**src/rtl/pwm_gpo.sv**
```systemverilog
// General-purpose outputs with per-channel static/PWM selection, on the
// word-addressed system bus with a registered one-cycle response.
module pwm_gpo #(
  parameter int unsigned NumChannels   = 16,
  parameter int unsigned CounterWidth  = 8,
  parameter int unsigned PrescaleWidth = 16,
  parameter bit          InvertOut     = 1'b0
) (
  input  logic                   clk_sys_i,
  input  logic                   rst_sys_i,
  input  logic                   req_i,
  input  logic                   we_i,
  input  logic [3:0]             be_i,
  input  logic [31:0]            addr_i,
  input  logic [31:0]            wdata_i,
  output logic                   rvalid_o,
  output logic [31:0]            rdata_o,
  output logic [NumChannels-1:0] gp_o
);

  logic                     en_q, en_d;
  logic [CounterWidth-1:0]  period_q, period_d;
  logic [PrescaleWidth-1:0] prescale_q, prescale_d;
  logic [NumChannels-1:0]   static_q, static_d;
  logic [NumChannels-1:0]   mode_q, mode_d;
  logic [CounterWidth-1:0]  duty_q [NumChannels];
  logic [CounterWidth-1:0]  duty_d [NumChannels];
  logic [CounterWidth-1:0]  duty_sh_q [NumChannels];
  logic [CounterWidth-1:0]  duty_sh_d [NumChannels];
  logic [PrescaleWidth-1:0] psc_q, psc_d;
  logic [CounterWidth-1:0]  cnt_q, cnt_d;
  logic [NumChannels-1:0]   gp_q, gp_d;
  logic                     rvalid_q;
  logic [31:0]              rdata_q;

  logic [7:0]             word;
  logic                   wr;
  logic                   duty_sel;
  logic [31:0]            be_mask;
  logic [31:0]            rd_word;
  logic [31:0]            merged;
  logic                   tick;
  logic                   wrap;
  logic [NumChannels-1:0] pwm;
  logic                   unused_bits;

  assign word     = addr_i[9:2];
  assign wr       = req_i & we_i;
  assign duty_sel = (word[7:6] == 2'b01);
  assign be_mask  = {{8{be_i[3]}}, {8{be_i[2]}}, {8{be_i[1]}}, {8{be_i[0]}}};

  always_comb begin
    rd_word = '0;
    case (word)
      8'h00:   rd_word = 32'(en_q);
      8'h01:   rd_word = 32'(period_q);
      8'h02:   rd_word = 32'(prescale_q);
      8'h03:   rd_word = 32'(static_q);
      8'h04:   rd_word = 32'(mode_q);
      8'h05:   rd_word = 32'(cnt_q);
      default: ;
    endcase
    if (duty_sel) begin
      for (int unsigned i = 0; i < NumChannels; i++) begin
        if (word[5:0] == 6'(i)) rd_word = 32'(duty_q[i]);
      end
    end
  end

  // Byte-enable merge against the current (zero-extended) field value, so
  // upper bits beyond each field simply fall away on truncation.
  assign merged      = (rd_word & ~be_mask) | (wdata_i & be_mask);
  assign unused_bits = ^{addr_i[31:10], addr_i[1:0], merged};

  always_comb begin
    en_d       = en_q;
    period_d   = period_q;
    prescale_d = prescale_q;
    static_d   = static_q;
    mode_d     = mode_q;
    for (int unsigned i = 0; i < NumChannels; i++) duty_d[i] = duty_q[i];
    if (wr) begin
      case (word)
        8'h00:   en_d       = merged[0];
        8'h01:   period_d   = merged[CounterWidth-1:0];
        8'h02:   prescale_d = merged[PrescaleWidth-1:0];
        8'h03:   static_d   = merged[NumChannels-1:0];
        8'h04:   mode_d     = merged[NumChannels-1:0];
        default: ;
      endcase
      if (duty_sel) begin
        for (int unsigned i = 0; i < NumChannels; i++) begin
          if (word[5:0] == 6'(i)) duty_d[i] = merged[CounterWidth-1:0];
        end
      end
    end
  end

  // Equality compares: a limit written below the running count lets the
  // counter run to its natural overflow before the new limit applies.
  always_comb begin
    tick  = 1'b0;
    wrap  = 1'b0;
    psc_d = '0;
    cnt_d = '0;
    if (en_q) begin
      tick  = (psc_q == prescale_q);
      psc_d = tick ? '0 : psc_q + PrescaleWidth'(1);
      cnt_d = cnt_q;
      if (tick) begin
        wrap  = (cnt_q == period_q);
        cnt_d = wrap ? '0 : cnt_q + CounterWidth'(1);
      end
    end
    // Shadows track DUTY while disabled, so enabling starts with fresh values.
    for (int unsigned i = 0; i < NumChannels; i++) begin
      duty_sh_d[i] = (wrap || !en_q) ? duty_q[i] : duty_sh_q[i];
      pwm[i]       = en_q && (cnt_q < duty_sh_q[i]);
    end
    gp_d = ((mode_q & pwm) | (~mode_q & static_q)) ^ {NumChannels{InvertOut}};
  end

  always_ff @(posedge clk_sys_i) begin
    if (rst_sys_i) begin
      en_q       <= 1'b0;
      period_q   <= '0;
      prescale_q <= '0;
      static_q   <= '0;
      mode_q     <= '0;
      psc_q      <= '0;
      cnt_q      <= '0;
      gp_q       <= {NumChannels{InvertOut}};
      rvalid_q   <= 1'b0;
      rdata_q    <= '0;
      for (int unsigned i = 0; i < NumChannels; i++) begin
        duty_q[i]    <= '0;
        duty_sh_q[i] <= '0;
      end
    end else begin
      en_q       <= en_d;
      period_q   <= period_d;
      prescale_q <= prescale_d;
      static_q   <= static_d;
      mode_q     <= mode_d;
      psc_q      <= psc_d;
      cnt_q      <= cnt_d;
      gp_q       <= gp_d;
      rvalid_q   <= req_i;
      if (req_i && !we_i) rdata_q <= rd_word;
      for (int unsigned i = 0; i < NumChannels; i++) begin
        duty_q[i]    <= duty_d[i];
        duty_sh_q[i] <= duty_sh_d[i];
      end
    end
  end

  assign rvalid_o = rvalid_q;
  assign rdata_o  = rdata_q;
  assign gp_o     = gp_q;

endmodule

```
**config.mk**
```make
export PLATFORM = sky130hd
export DESIGN_NAME = pwm_gpo
export DESIGN_NICKNAME = d
export VERILOG_FILES = /design/src/rtl/pwm_gpo.sv
export SDC_FILE = /design/constraint.sdc
export NUM_CORES = 1
export LEC_CHECK = 0
export ABC_CLOCK_PERIOD_IN_PS = 2200
export BUFFER_PORTS_ARGS = -buffer_cell sky130_fd_sc_hd__buf_2
export CAP_MARGIN = 20
export CORE_MARGIN = 1.5
export CORE_UTILIZATION = 55
export DETAILED_ROUTE_END_ITERATION = 8
export PLACE_DENSITY = 0.76
export RECOVER_POWER = 100
export SLEW_MARGIN = 20
export SYNTH_ARGS = -nofsm -noshare
export SYNTH_HDL_FRONTEND = slang
export SYNTH_SLANG_ARGS = --single-unit
```
**constraint.sdc**
```tcl
create_clock -name clk_sys_i -period 2.2 [get_ports clk_sys_i]
set_input_delay 0 -clock clk_sys_i [delete_from_list [all_inputs] [get_ports clk_sys_i]]
set_output_delay 0 -clock clk_sys_i [all_outputs]
set_load 0.005 [all_outputs]
```
==> results of run 1 <==
## sequential cells by signal, summed over array words and instances, names as in the netlist, 16 cells and up
signal and flops:
duty_sh_q 128, rdata_o 16, prescale_q 16, gp_o 16
psc_q 16, static_q 16, mode_q 16, duty_q 128
## power breakdown
part           switching, mW  total, mW  internal (mW)
clock network           2.81       6.70           3.89
registers             0.0108       6.72           6.71
logic                  0.744       1.16          0.413
total                   3.57       14.6           11.0
## worst paths after layout
check	end	cells after the start	slack, ns
setup / recovery	duty_sh_q[1][42]	9	-0.07
hold / removal	period_q[5]	6	0.02
setup reg to reg	duty_sh_q[1][42]	9	-0.07
hold reg to reg	duty_sh_q[0][46]	2	0.45
## cells in the mapped netlist, drive strengths merged, types with 14 or more instances
library cell | instances | area [sq um]
a211oi | 80 | 606
a21o | 34 | 255
a21oi | 239 | 1200
a41o | 16 | 160
and3 | 20 | 125
buf | 83 | 498
clkbuf | 99 | 372
dfxtp | 370 | 7410
ha | 114 | 1430
inv | 129 | 484
mux2 | 15 | 169
mux2i | 24 | 240
nand2 | 409 | 1540
nand2b | 33 | 206
nand3 | 105 | 526
nand4 | 14 | 93.8
nor2 | 219 | 822
nor3 | 36 | 218
nor3b | 21 | 163
o211ai | 24 | 180
o21ai | 117 | 586
o221ai | 22 | 193
xnor2 | 25 | 219
xor2 | 20 | 175
## per-layer routing
metal	vias up	GRT usage	routed length, microns
met2	1228	0.662	35000
li1	8970	-	-
met1	9550	0.590	33300
met4	4	0.195	3980
met5	-	0	19
met3	249	0.0865	8910
## area by class of cell
class / count / area, sq um
timing repair buffer: 400 / 3430
sequential: 370 / 7440
clock buffer: 57 / 1160
multi-input combinational: 1760 / 10800
fill: 2794 / 10400
clock inverter: 12 / 120
tap: 455 / 569
inverter: 129 / 484
## worst min-delay path, cell delays in order
cell and delay (ns):
buf_2 0.09, nor2_1 0.05, nor2_1 0.10, buf_4 0.15
nand2_1 0.05, a21oi_1 0.10
## metrics by stage
step	power, mW	setup slack, ns
floorplan	7.39	0.114
global placement	7.92	-0.519
detailed placement	7.93	-0.452
CTS	14.5	0.00229
global route	14.8	-0.0791
finish	14.6	-0.0688
## cell families after synthesis
kind of cell,Yosys count
AND/OR/NAND/NOR,908
AO/OA/AOI/OAI,638
flip-flops,370
buffers and inverters,311
adder cells (fa/ha/maj),114
XOR/XNOR,45
multiplexers,39
other,1
## timing repair
item | in CTS | in global routing
hold buffers | 13 | 0
cloned | 2 | 7
pin swaps | 12 | 16
buffers inserted | 5 | 4
setup endpoints to repair | 168 | 242
gates resized for setup | 27 | 74
hold endpoints to repair | 60 | 0
==> impl_metrics.tcl, run 1 <==
set metrics [dict create \
    synth_fa_ha_area_frac 0.0744 \
    final_cell_mix "400 x nand2_1, 351 x dfxtp_1, 281 x buf_4" \
    grt_max_degree 132 \
    grt_pass1_vias 18636 \
    start_util 0.556 \
    cp_max_fo 59 \
    startpoint_type "flop" \
    synth_area_sq_um 19200 \
    maxCapViolations 0 \
    crit_start "cnt_q[0]" \
    clockRootBuffer "clkbuf_16" \
    crit_required_ns 2.61 \
    via_per_inst 6.28 \
    ant_nets 0 \
    ys_seq_area_frac 0.386 \
    hold_viol 0 \
    cp_num_buf_inv 3 \
    r2r_start "cnt_q[0]" \
    synth.avg_cell_area_sq_um 7.90 \
    drt-wirelength-per-cell_microns 25.5 \
    hp-class "in2reg" \
    report.final.slew_viol_count 0 \
    outcome "finished, violations left" \
    io_pins 121 \
    rows 68 \
    p_leak_nw 9.13 \
    drcViolationCount 0 \
    yosys_warnings 0 \
    final-setup-viol-count 78 \
    grtUsageTotal 0.433 \
    drive_gt1_frac 0.203 \
    design_area_sq_um 24000 \
    crit_slowest_cell "nor4_2" \
    dr.pass1.iters 6 \
    finalWirelength_microns 81300 \
    synthSimpleGateAreaFrac 0.212 \
    hp-start "wdata_i[5]" \
    postSynthCellCount 2426 \
    fmaxAchievable_mhz 441 \
    finClkSkew_ns 0.0257 \
    die_h_microns 190 \
    num_vias 20001 \
    muxShareOfSynthArea 0.0213 \
    placeableCoreArea_sq_um 34500 \
    worst_path_most_repeated_cell "buf_12" \
    synthArstFlopShare 0 \
    clock_latency_ns 0.57 \
    worst_slew_pin_slew_ns 0.701 \
    clockBufferDepth 3 \
    final_util 0.697 \
    fin_ws_ns -0.0688 \
    rsz0062_at_grt "yes" \
    gp_congestion 1.07 \
    cp_slowest_stage_delay_ns 0.36 \
    critPathKind "reg2reg" \
    cts.htree.levels 2 \
    synth.distinct_cells 81 \
    syn_to_final_growth_pct 25.3 \
    post_dp_cell_area_sq_um 21900 \
    final_nets 2887 \
    powerDensity_nw_per_um2 607 \
    cts-buffers-inserted 40 \
    path_clk_slew_ns 0.06 \
    drt-initial-drc-count 2419 \
    cts_sinks 370 \
    ys_ff_latch 370 \
    final_cells 3183 \
    violations "setup timing" \
    die-area_sq_um 36000 \
    synth_top_family_by_area "compound AO/OA/AOI/OAI gates" \
    hold_ws_ns 0.0174 \
    post-place-cells 3085 \
    finalSetupTns_ns -1.39 \
    fin_crit_sh 1.03 \
    synth_ff_type "dfxtp_1" \
    final_common_cell "nand2_1" \
    grt_antenna_before_repair 4 \
    critPathCaptureType "flop" \
    hpwl_microns 58200 \
    arrival_ns 2.68 \
    synth_compound_area_frac 0.214 \
    globalRouteOverflowTotal 0 \
    synth_edf_count 0 \
    finalCriticalPeriod_ns 2.27 \
    antenna_cells 0 \
    cts_tree "yes" \
    path_cells "buf_12 -> xor2_1 -> nor4_2 -> nand2_2 -> buf_6 -> o21a_4 -> buf_12 -> nand2_1 -> a21oi_1" \
    synth_xor_area_frac 0.0206 \
    peakVddDrop_uv 659 \
    crit_family "simple AND/OR/NAND/NOR gates" \
    die-width_microns 190 \
    relSlewSlack 0.533 \
    portBuffers 62 \
    grt_pass1_wl_microns 116000 \
]
(Power assumes the default switching activity.)
==> run 2, diff against run 1 <==
Settings changed: ABC_CLOCK_PERIOD_IN_PS 2200 to 2650, CORE_UTILIZATION 55 to 65, CTS_CLUSTER_SIZE set to 20, PLACE_DENSITY 0.76 to 0.85.
Clock period 2.2 ns to 2.65 ns, I/O delays scaled along.
==> run 2 against run 1 <==
Compared with the run above:
- the flow now finishes without violations
- total power shrank 20%
- via count shrank 1.4%
- worst hold slack gained 0.054 ns
- non-clock buffer count shrank 140
- routed wire length shrank 10%
- clock skew shrank 0.0044 ns
- critical path type is now in2reg
==> impl_metrics.tcl, run 2 (synthesized netlist as in run 1, its figures left out) <==
set metrics [dict create \
    clockRootBuffer "clkbuf_16" \
    die-area_sq_um 30500 \
    holdPathEnd "duty_q[1][59]" \
    cts.htree.levels 2 \
    grt_antenna_before_repair 0 \
    ant_nets 0 \
    cp_max_fo 20 \
    drive_gt1_frac 0.124 \
    arrival_ns 2.94 \
    critPathKind "in2reg" \
    startpoint_type "input port" \
    fin_ws_ns 0.0827 \
    final_nets 2745 \
    crit_family "buffers and inverters" \
    grt_pass1_vias 18720 \
    drt-wirelength-per-cell_microns 24.5 \
    die-width_microns 175 \
    critPathCaptureType "flop" \
    drt-initial-drc-count 2873 \
    top_layer "met4" \
    r2r_slack_ns 0.20 \
    globalRouteOverflowTotal 0 \
    syn_to_final_growth_pct 15.1 \
    crit_slowest_cell "clkbuf_1" \
    outcome "finished, final reports clean" \
    finalPower_mw 11.7 \
    design_area_sq_um 22100 \
    cts-buffers-inserted 38 \
    die_h_microns 175 \
    fin_crit_sh 0.969 \
    finalWirelength_microns 72800 \
    worstHoldPathCells 5 \
    finClkSkew_ns 0.0213 \
    drcViolationCount 0 \
    fmaxAchievable_mhz 390 \
    rows 62 \
    r2r_start "duty_q[0][38]" \
    final_cell_mix "409 x nand2_1, 370 x dfxtp_1, 238 x a21oi_1" \
    clock_latency_ns 0.54 \
    start_util 0.664 \
    final_cells 2972 \
    cp_num_cells 12 \
    worst_slew_pin_slew_ns 1.14 \
    wl_met1_microns 27900 \
    post_dp_cell_area_sq_um 20800 \
    cp_slowest_stage_delay_ns 0.55 \
    portBuffers 62 \
    finalCriticalPeriod_ns 2.57 \
    final-setup-viol-count 0 \
    reg_top3 "duty_q: 128 flops, duty_sh_q: 128 flops" \
    place_ws_ns 0.00257 \
    peakVddDrop_uv 589 \
    cts_sinks 370 \
    reg2reg_to "duty_q[1][6]" \
    grtUsageTotal 0.469 \
    hold_ws_ns 0.0716 \
    finalSetupTns_ns 0 \
    post-place-cells 2890 \
    via_per_inst 6.64 \
    wl_met2_microns 31500 \
    num_vias 19730 \
    report.final.slew_viol_count 0 \
    crit_required_ns 3.02 \
    hpwl_microns 51800 \
    met3_wirelength_microns 9380 \
    cp_num_buf_inv 5 \
    hold_viol 0 \
    hp-class "in2reg" \
    final_util 0.765 \
    io_pins 121 \
    maxCapViolations 0 \
    rsz0062_at_grt "no" \
    cts_tree "yes" \
    path_clk_slew_ns 0.06 \
    grt_max_degree 158 \
    placeableCoreArea_sq_um 28900 \
    p_leak_nw 8.13 \
    powerDensity_nw_per_um2 532 \
    worst-r2r-cell-count 9 \
    relSlewSlack 0.243 \
    hp-start "wdata_i[3]" \
    gp_congestion 1.13 \
    grt_pass1_wl_microns 110000 \
    path_cells "clkbuf_1 -> clkbuf_1 -> buf_4 -> mux2_2 -> a22oi_1 -> o22a_1 -> nor2_1 -> o2bb2ai_1 -> buf_4 -> o21a_1 -> buf_12 -> a211oi_1" \
    final_common_cell "nand2_1" \
    dr.pass1.iters 7 \
    clockBufferDepth 3 \
]
## run 2: cell types whose count changed in the layout (fill, tap and decap cells not counted), sizes merged
cell / delta
clkbuf: +7
buf: -148
clkinv: -2
diode: +2
inv: +1
## run 2: layout make-up
cell class,count,area (sq um)
antenna,2,5.00
clock buffer,56,1100
clock inverter,11,111
fill,2044,6790
inverter,129,484
multi-input combinational,1760,10500
sequential,370,7410
tap,384,480
timing repair buffer,260,1990
## run 2: worst register-to-register path, delay by kind of cell (launching register included)
kind | cells | cell delay (ns)
AND/OR/NAND/NOR | 1 | 0.29
buffers and inverters | 2 | 0.39
AO/OA/AOI/OAI | 6 | 1.26
flip-flops | 1 | 0.36
## run 2: power breakdown
part	switching (mW)	internal, mW	total [mW]
Sequential	0.00970	5.57	5.58
Clock	2.25	3.07	5.32
Combinational	0.568	0.262	0.830
## run 2: what timing repair did
action                     4_1_cts  5_1_grt
setup buffers                    0        0
setup endpoints to repair        0        1
resized for setup                0        1
hold endpoints to repair        73        0
hold buffers                    13        0
## run 2: worst max path at each step
stage,from,end
6_report,addr_i[2],duty_q[1][6]
5_1_grt,duty_q[0][35],duty_q[1][35]
4_1_cts,psc_q[7],duty_sh_q[0][54]
3_5_place_dp,addr_i[3],duty_q[1][6]
3_3_place_gp,addr_i[3],duty_q[1][6]
2_1_floorplan,psc_q[6],duty_sh_q[0][56]
## run 2: per-layer routing
metal  vias up  GRT usage
li1       8703          -
met1      9195      0.613
met2      1513      0.722
met3       319      0.120
met4         0      0.230
met5         -          0
